## config.mk

```make
export PLATFORM = sky130hd
export DESIGN_NAME = ibex_cust_io_arb
export DESIGN_NICKNAME = d
export VERILOG_FILES = /design/src/rtl/ibex_pkg.sv /design/src/rtl/ibex_cust_rr_arb.sv /design/src/rtl/ibex_cust_io_arb.sv
export SDC_FILE = /design/constraint.sdc
export NUM_CORES = 1
export LEC_CHECK = 0
export CAP_MARGIN = 10
export CORE_MARGIN = 10
export CORE_UTILIZATION = 34
export DETAILED_ROUTE_END_ITERATION = 7
export PLACE_DENSITY = 0.62
export SETUP_SLACK_MARGIN = 0.3
export SYNTH_ARGS = -nofsm -noshare
export SYNTH_HDL_FRONTEND = slang
export SYNTH_SLANG_ARGS = --single-unit
```

## constraint.sdc

```tcl
create_clock -name clk_i -period 7 [get_ports clk_i]
set_input_delay 1.4 -clock clk_i [delete_from_list [all_inputs] [get_ports clk_i]]
set_output_delay 1.4 -clock clk_i [all_outputs]
set_load 0.01 [all_outputs]
```

## src/rtl/ibex_pkg.sv

```systemverilog
// Shared types and constants for the custom I/O channel.
package ibex_pkg;

  localparam int CustNumAddr = 32;

  typedef logic [4:0]  cust_addr_t;
  typedef logic [31:0] cust_data_t;

endpackage

```

## src/rtl/ibex_cust_rr_arb.sv

```systemverilog
// Round-robin picker: first eligible requester at or after ptr, wrapping mod NumReq.
module ibex_cust_rr_arb #(
  parameter  int NumReq = 4,
  localparam int IdxW   = $clog2(NumReq)
) (
  input  logic [NumReq-1:0] eligible,
  input  logic [IdxW-1:0]   ptr,
  output logic [NumReq-1:0] gnt,
  output logic [IdxW-1:0]   gnt_idx,
  output logic              gnt_valid
);

  function automatic logic [IdxW-1:0] wrap_idx(input logic [IdxW-1:0] base, input int offs);
    int s;
    s = int'(base) + offs;
    if (s >= NumReq) s = s - NumReq;
    return IdxW'(s);
  endfunction

  always_comb begin
    gnt       = '0;
    gnt_idx   = '0;
    gnt_valid = 1'b0;
    for (int i = 0; i < NumReq; i++) begin
      if (!gnt_valid && eligible[wrap_idx(ptr, i)]) begin
        gnt_valid = 1'b1;
        gnt_idx   = wrap_idx(ptr, i);
      end
    end
    if (gnt_valid) gnt[gnt_idx] = 1'b1;
  end

endmodule

```

## src/rtl/ibex_cust_io_arb.sv

```systemverilog
// Arbitrates NumReq writers onto one custom input channel and routes responses
// back to the requester that owns each outstanding address.
module ibex_cust_io_arb import ibex_pkg::*; #(
  parameter int NumReq = 4
) (
  input  logic                         clk_i,
  input  logic                         rst_i,
  input  logic [NumReq-1:0]            req_valid_i,
  output logic [NumReq-1:0]            req_ready_o,
  input  cust_data_t [NumReq-1:0]      req_data_i,
  input  cust_addr_t [NumReq-1:0]      req_addr_i,
  output logic                         out_valid_o,
  output cust_data_t                   out_data_o,
  output cust_addr_t                   out_addr_o,
  input  logic                         out_ready_i,
  input  logic                         in_valid_i,
  input  cust_data_t                   in_data_i,
  input  cust_addr_t                   in_addr_i,
  output logic [NumReq-1:0]            rsp_valid_o,
  output cust_data_t                   rsp_data_o,
  output cust_addr_t                   rsp_addr_o,
  output logic [CustNumAddr-1:0]       pend_o,
  output logic                         err_unsol_o
);

  localparam int IdxW = $clog2(NumReq);

  logic [NumReq-1:0]      eligible;
  logic [NumReq-1:0]      gnt;
  logic [IdxW-1:0]        gnt_idx;
  logic                   gnt_valid;
  logic                   gnt_fire;
  logic                   grant_ok;
  logic                   rsp_hit;
  logic                   rsp_miss;
  cust_addr_t             sel_addr;
  cust_data_t             sel_data;
  logic [CustNumAddr-1:0] set_vec;
  logic [CustNumAddr-1:0] clr_vec;

  logic                   out_valid_reg;
  cust_data_t             out_data_reg;
  cust_addr_t             out_addr_reg;
  logic [NumReq-1:0]      rsp_valid_reg;
  cust_data_t             rsp_data_reg;
  cust_addr_t             rsp_addr_reg;
  logic [CustNumAddr-1:0] pend_reg;
  logic                   err_unsol_reg;
  logic [IdxW-1:0]        ptr_reg;
  logic [IdxW-1:0]        owner_reg [CustNumAddr];

  // A requester is held off while its target address still awaits a response.
  for (genvar gi = 0; gi < NumReq; gi++) begin : g_elig
    assign eligible[gi] = req_valid_i[gi] & ~pend_reg[req_addr_i[gi]];
  end

  ibex_cust_rr_arb #(.NumReq(NumReq)) u_rr_arb (
    .eligible  (eligible),
    .ptr       (ptr_reg),
    .gnt       (gnt),
    .gnt_idx   (gnt_idx),
    .gnt_valid (gnt_valid)
  );

  assign grant_ok    = ~out_valid_reg | out_ready_i;
  assign gnt_fire    = gnt_valid & grant_ok & ~rst_i;
  assign req_ready_o = gnt_fire ? gnt : '0;
  assign sel_addr    = req_addr_i[gnt_idx];
  assign sel_data    = req_data_i[gnt_idx];
  assign rsp_hit     = in_valid_i & pend_reg[in_addr_i];
  assign rsp_miss    = in_valid_i & ~pend_reg[in_addr_i];

  // Set and clear never target the same address: a grant needs the bit clear,
  // a response hit needs it set.
  for (genvar gi = 0; gi < CustNumAddr; gi++) begin : g_pend_dec
    assign set_vec[gi] = gnt_fire & (sel_addr == cust_addr_t'(gi));
    assign clr_vec[gi] = rsp_hit  & (in_addr_i == cust_addr_t'(gi));
  end

  always_ff @(posedge clk_i or posedge rst_i) begin
    if (rst_i) begin
      out_valid_reg <= 1'b0;
      out_data_reg  <= '0;
      out_addr_reg  <= '0;
      ptr_reg       <= '0;
    end else if (gnt_fire) begin
      out_valid_reg <= 1'b1;
      out_data_reg  <= sel_data;
      out_addr_reg  <= sel_addr;
      ptr_reg       <= (gnt_idx == IdxW'(NumReq - 1)) ? '0 : gnt_idx + 1'b1;
    end else if (out_ready_i) begin
      out_valid_reg <= 1'b0;
    end
  end

  always_ff @(posedge clk_i or posedge rst_i) begin
    if (rst_i) begin
      pend_reg <= '0;
      for (int a = 0; a < CustNumAddr; a++) owner_reg[a] <= '0;
    end else begin
      pend_reg <= (pend_reg & ~clr_vec) | set_vec;
      for (int a = 0; a < CustNumAddr; a++) begin
        if (set_vec[a]) owner_reg[a] <= gnt_idx;
      end
    end
  end

  // Response payload only updates on a hit so it holds between pulses.
  always_ff @(posedge clk_i or posedge rst_i) begin
    if (rst_i) begin
      rsp_valid_reg <= '0;
      rsp_data_reg  <= '0;
      rsp_addr_reg  <= '0;
      err_unsol_reg <= 1'b0;
    end else begin
      rsp_valid_reg <= rsp_hit ? (NumReq'(1) << owner_reg[in_addr_i]) : '0;
      err_unsol_reg <= rsp_miss;
      if (rsp_hit) begin
        rsp_data_reg <= in_data_i;
        rsp_addr_reg <= in_addr_i;
      end
    end
  end

  assign out_valid_o = out_valid_reg;
  assign out_data_o  = out_data_reg;
  assign out_addr_o  = out_addr_reg;
  assign rsp_valid_o = rsp_valid_reg;
  assign rsp_data_o  = rsp_data_reg;
  assign rsp_addr_o  = rsp_addr_reg;
  assign pend_o      = pend_reg;
  assign err_unsol_o = err_unsol_reg;

endmodule

```

==> impl_metrics.toml, run 1 <==
[placed_design]
place_inst = 1709
dp_hpwl_um = 30710
gp_congestion = 0.9159
place_area_mm2 = 0.01410
portBuffers = 308

[cts]
cts.htree.levels = 4
cts.sinks = 178
postCtsSetupBuffers = 0
cts_made_buffers = 17
tritoncts = "done"
cts_root_buffer = "clkbuf_16"
cts_hold_buffers = 0
clkLatencyLatePin_ns = 0.45
clockBufferDepth = 2
cts_resized = 0
clk_pin_slew_ns = 0.08

[yosys]
synth-main-ff-cell = "dfrtp_1"
ys_seq_elements = 178
synth_edf_count = 0
synth.area.top_cells = "dfrtp_1 (42%), mux2_2 (11%), nand2_1 (9.2%)"
yosys_warnings = 0
synthArstFlopShare_pct = 100.0
syn_inst = 1057
synth.distinct_cells = 64
synth_seq_area_share_pct = 41.81
netlist_area_mm2 = 0.01065
synthDominantCellAreaShare_pct = 41.81
syn_avg_cell_area_um2 = 10.08
syn_nets = 1254
yosys.area.top_type = "dfrtp_1"

[setup_path]
cp-end-kind = "output port"
reg2reg_setup_slack_ns = 2.41
arrival_ns = 5.03
cp_num_cells = 13
reg2reg_depth = 11
required_ns = 5.60
crit_chain = "clkdlybuf4s50_1 -> mux4_2 -> mux2i_1 -> o22a_1 -> nand4_1 -> a222oi_1 -> buf_4 -> and2_4 -> inv_4 -> ha_1 -> inv_1 -> nor2_1 -> clkdlybuf4s50_1"
max_stage_delay_ns = 0.88
crit_family = "buffers and inverters"
reg2reg_from = "pend_o[8]$_DFF_PP0_"
slowest_stage = "clkdlybuf4s50_1"
cpMostUsedCell = "clkdlybuf4s50_1"
cp-endpoint = "req_ready_o[1]"
critPathLaunch = "req_addr_i[10]"
worstSetupPathType = "input port to output port"
r2r_end = "owner_reg[28]$_DFFE_PP0P_"
critical_path.max_fanout = 24
critPathBufInv = 5
critPathLaunchType = "input port"

[routing]
firstDrtPassIters = 5
wl_per_cell_um = 23.37
drt-vias-per-instance = 5.417
drtIter0Drc = 661
ant_nets = 0
routed-via-count = 9431
drt-total-wl_um = 40680
drc = 0

[final_layout]
nets = 1529
final_core_util_pct = 47.94
drive_above_1_share_pct = 17.62
insertedDiodeCount = 0
largest_reg_flops = 64
fin_cells = 1741
syn2layout_area_growth_pct = 38.36
final_area_mm2 = 0.01474

[sta]
clock_skew_ns = 0.02236
hold_violations = 0
relSlewSlack_pct = 42.09
tightest_slew_ns = 0.8445
setup-tns-final_ns = 0
timing.final.crit_share_pct = 91.90
setup_violations = 0
rsz0062_at_grt = "false"
max_freq_ghz = 0.1554
finalCriticalPeriod_ns = 6.433
finalMaxSlewViolations = 0

[pwr]
total_power_mw = 5.814
p_leak_nw = 6.529
peakVddDrop_v = 0.0001831
seqPwrFrac_pct = 33.6
p_clk_share_pct = 17.4
p_comb_share_pct = 49.0
power.switching_mw = 2.390
internal-power_mw = 3.423
swShare_pct = 41.11
power.density_mw_per_mm2 = 394.4

[floorplanning]
dieArea_mm2 = 0.03881
pin_count = 309
fp-row-count = 64
start_util_pct = 34.65
fp.dieH_um = 197.0
die_x_um = 197.0
coreArea_mm2 = 0.03075

[global_route]
grt_pass1_wl_um = 61810
grt_overflow_total = 0
grtUsageTotal_pct = 20.57
grt_pass1_vias = 9866
antenna_found_initial = 3
grt_max_degree = 81

[flow_run]
drv_cap = 0

[hold_path]
hold_path.class = "register to register"

[status]
status = "finished clean"
==> per-layer routing <==
metal / vias to the layer above / global-route usage, % / share of wire [%]
met3: 70 / 5.094 / 7.8
li1: 4303 / - / -
met5: - / 0 / 0.10
met2: 432 / 34.20 / 48
met4: 6 / 8.174 / 3.4
met1: 4620 / 25.14 / 41
==> metrics by stage <==
step                      hold slack (ns)  worst slack, ns
after global placement             0.4618           0.4883
final                              0.4814           0.5668
after CTS                          0.4887           0.4021
after detailed placement           0.4679           0.4155
after floorplan                    0.4738           0.7697
after global routing               0.5165           0.3002
==> synthesized netlist by cell type, types with 2 or more instances <==
cell type / instances
mux2_2: 103
nor2b_1: 8
nor3_2: 3
nor3b_2: 9
buf_1: 7
ha_1: 4
nand4b_1: 7
nand3b_4: 4
nand3b_1: 3
nor4_1: 2
clkbuf_1: 54
a211oi_1: 2
a22oi_1: 8
nand3_1: 52
or3_1: 7
or2_2: 3
nand4_1: 2
mux2_4: 3
and2_1: 4
buf_4: 2
buf_2: 8
and3_1: 4
nand2b_1: 31
and3b_1: 2
a211o_1: 3
inv_1: 9
dfrtp_1: 178
nand2_1: 261
a2111oi_0: 2
buf_6: 2
o211ai_1: 2
a22o_1: 3
mux2i_4: 2
nor2_1: 24
o21ai_1: 5
mux2i_1: 53
o31a_1: 3
a21oi_1: 5
and4b_1: 2
mux4_2: 43
o21ai_0: 105
==> worst min path at each step <==
stage	to	slack [ns]	depth (start not counted)	from
floorplan	owner_reg[10]$_DFFE_PP0P_	0.47	1	owner_reg[10]$_DFFE_PP0P_
global placement	out_data_o[25]$_DFFE_PP0P_	0.46	2	out_data_o[25]$_DFFE_PP0P_
detailed placement	out_addr_o[0]$_DFFE_PP0P_	0.47	2	out_addr_o[0]$_DFFE_PP0P_
CTS	out_addr_o[1]$_DFFE_PP0P_	0.49	2	out_addr_o[1]$_DFFE_PP0P_
global route	out_data_o[14]$_DFFE_PP0P_	0.52	2	out_data_o[14]$_DFFE_PP0P_
finish	out_addr_o[1]$_DFFE_PP0P_	0.48	2	out_addr_o[1]$_DFFE_PP0P_
==> worst reg2reg max path: cells and delay by family, from the launching register on <==
family                 cells  cell delay [ns]
buffers and inverters      2             0.90
AND/OR/NAND/NOR            3             0.81
flip-flops                 1             0.50
multiplexers               2             1.06
AO/OA/AOI/OAI              4             1.22
==> final cells by class <==
cell class / instances / area, um2
flip-flops and latches: 178 / 4454
multi-input cells: 794 / 5848
fillers: 2885 / 16010
well taps: 396 / 495.5
inverters: 11 / 50.05
clock buffers: 17 / 425.4
repair buffers: 330 / 3263
clock inverters: 15 / 203.9
==> power groups by stage <==
| stage | Sequential, mW | Combinational (mW) | Clock [mW] |
|---|---|---|---|
| floorplan | 1.91 | 1.49 | 0 |
| global placement | 1.95 | 2.84 | 0 |
| finish | 1.95 | 2.85 | 1.01 |
| detailed placement | 1.96 | 2.87 | 0 |
| global route | 2.01 | 3.12 | 1.08 |
| CTS | 1.94 | 2.89 | 1.04 |
==> cell usage in the layout (no fill, tap or decap), types with 4 or more instances in the layout <==
cell,n
clkinv_8,8
nand2_1,261
nand3b_4,4
mux4_2,43
and2_1,4
a22oi_1,8
o21ai_0,105
and3_1,4
clkdlybuf4s50_1,304
o21ai_1,5
nand2b_1,29
buf_4,21
nand4b_1,7
mux2_2,103
dfrtp_1,178
inv_1,8
nor2b_1,8
nor3b_2,9
a21oi_1,5
ha_1,4
clkbuf_16,17
nand3_1,52
mux2i_1,53
nor2_1,24
or3_1,7
==> logic make-up (layout without fill, tap and decap cells) <==
group | after synthesis | in the layout | synth area share [%]
buffers and inverters | 85 | 373 | 3.429
DFF | 178 | 178 | 41.81
and+or+nand+nor | 434 | 434 | 19.74
muxes | 206 | 206 | 26.18
adders and majority gates | 4 | 4 | 0.4698
AOI/OAI and AO/OA | 150 | 150 | 8.374
(Power assumes the default switching activity.)
==> inputs of run 2 (changes only) <==
Settings changed: SKIP_CTS_REPAIR_TIMING set to 1, TNS_END_PERCENT set to 30.
==> results of run 2 <==
Final layout, timing and power as in run 1 (identical DEF).
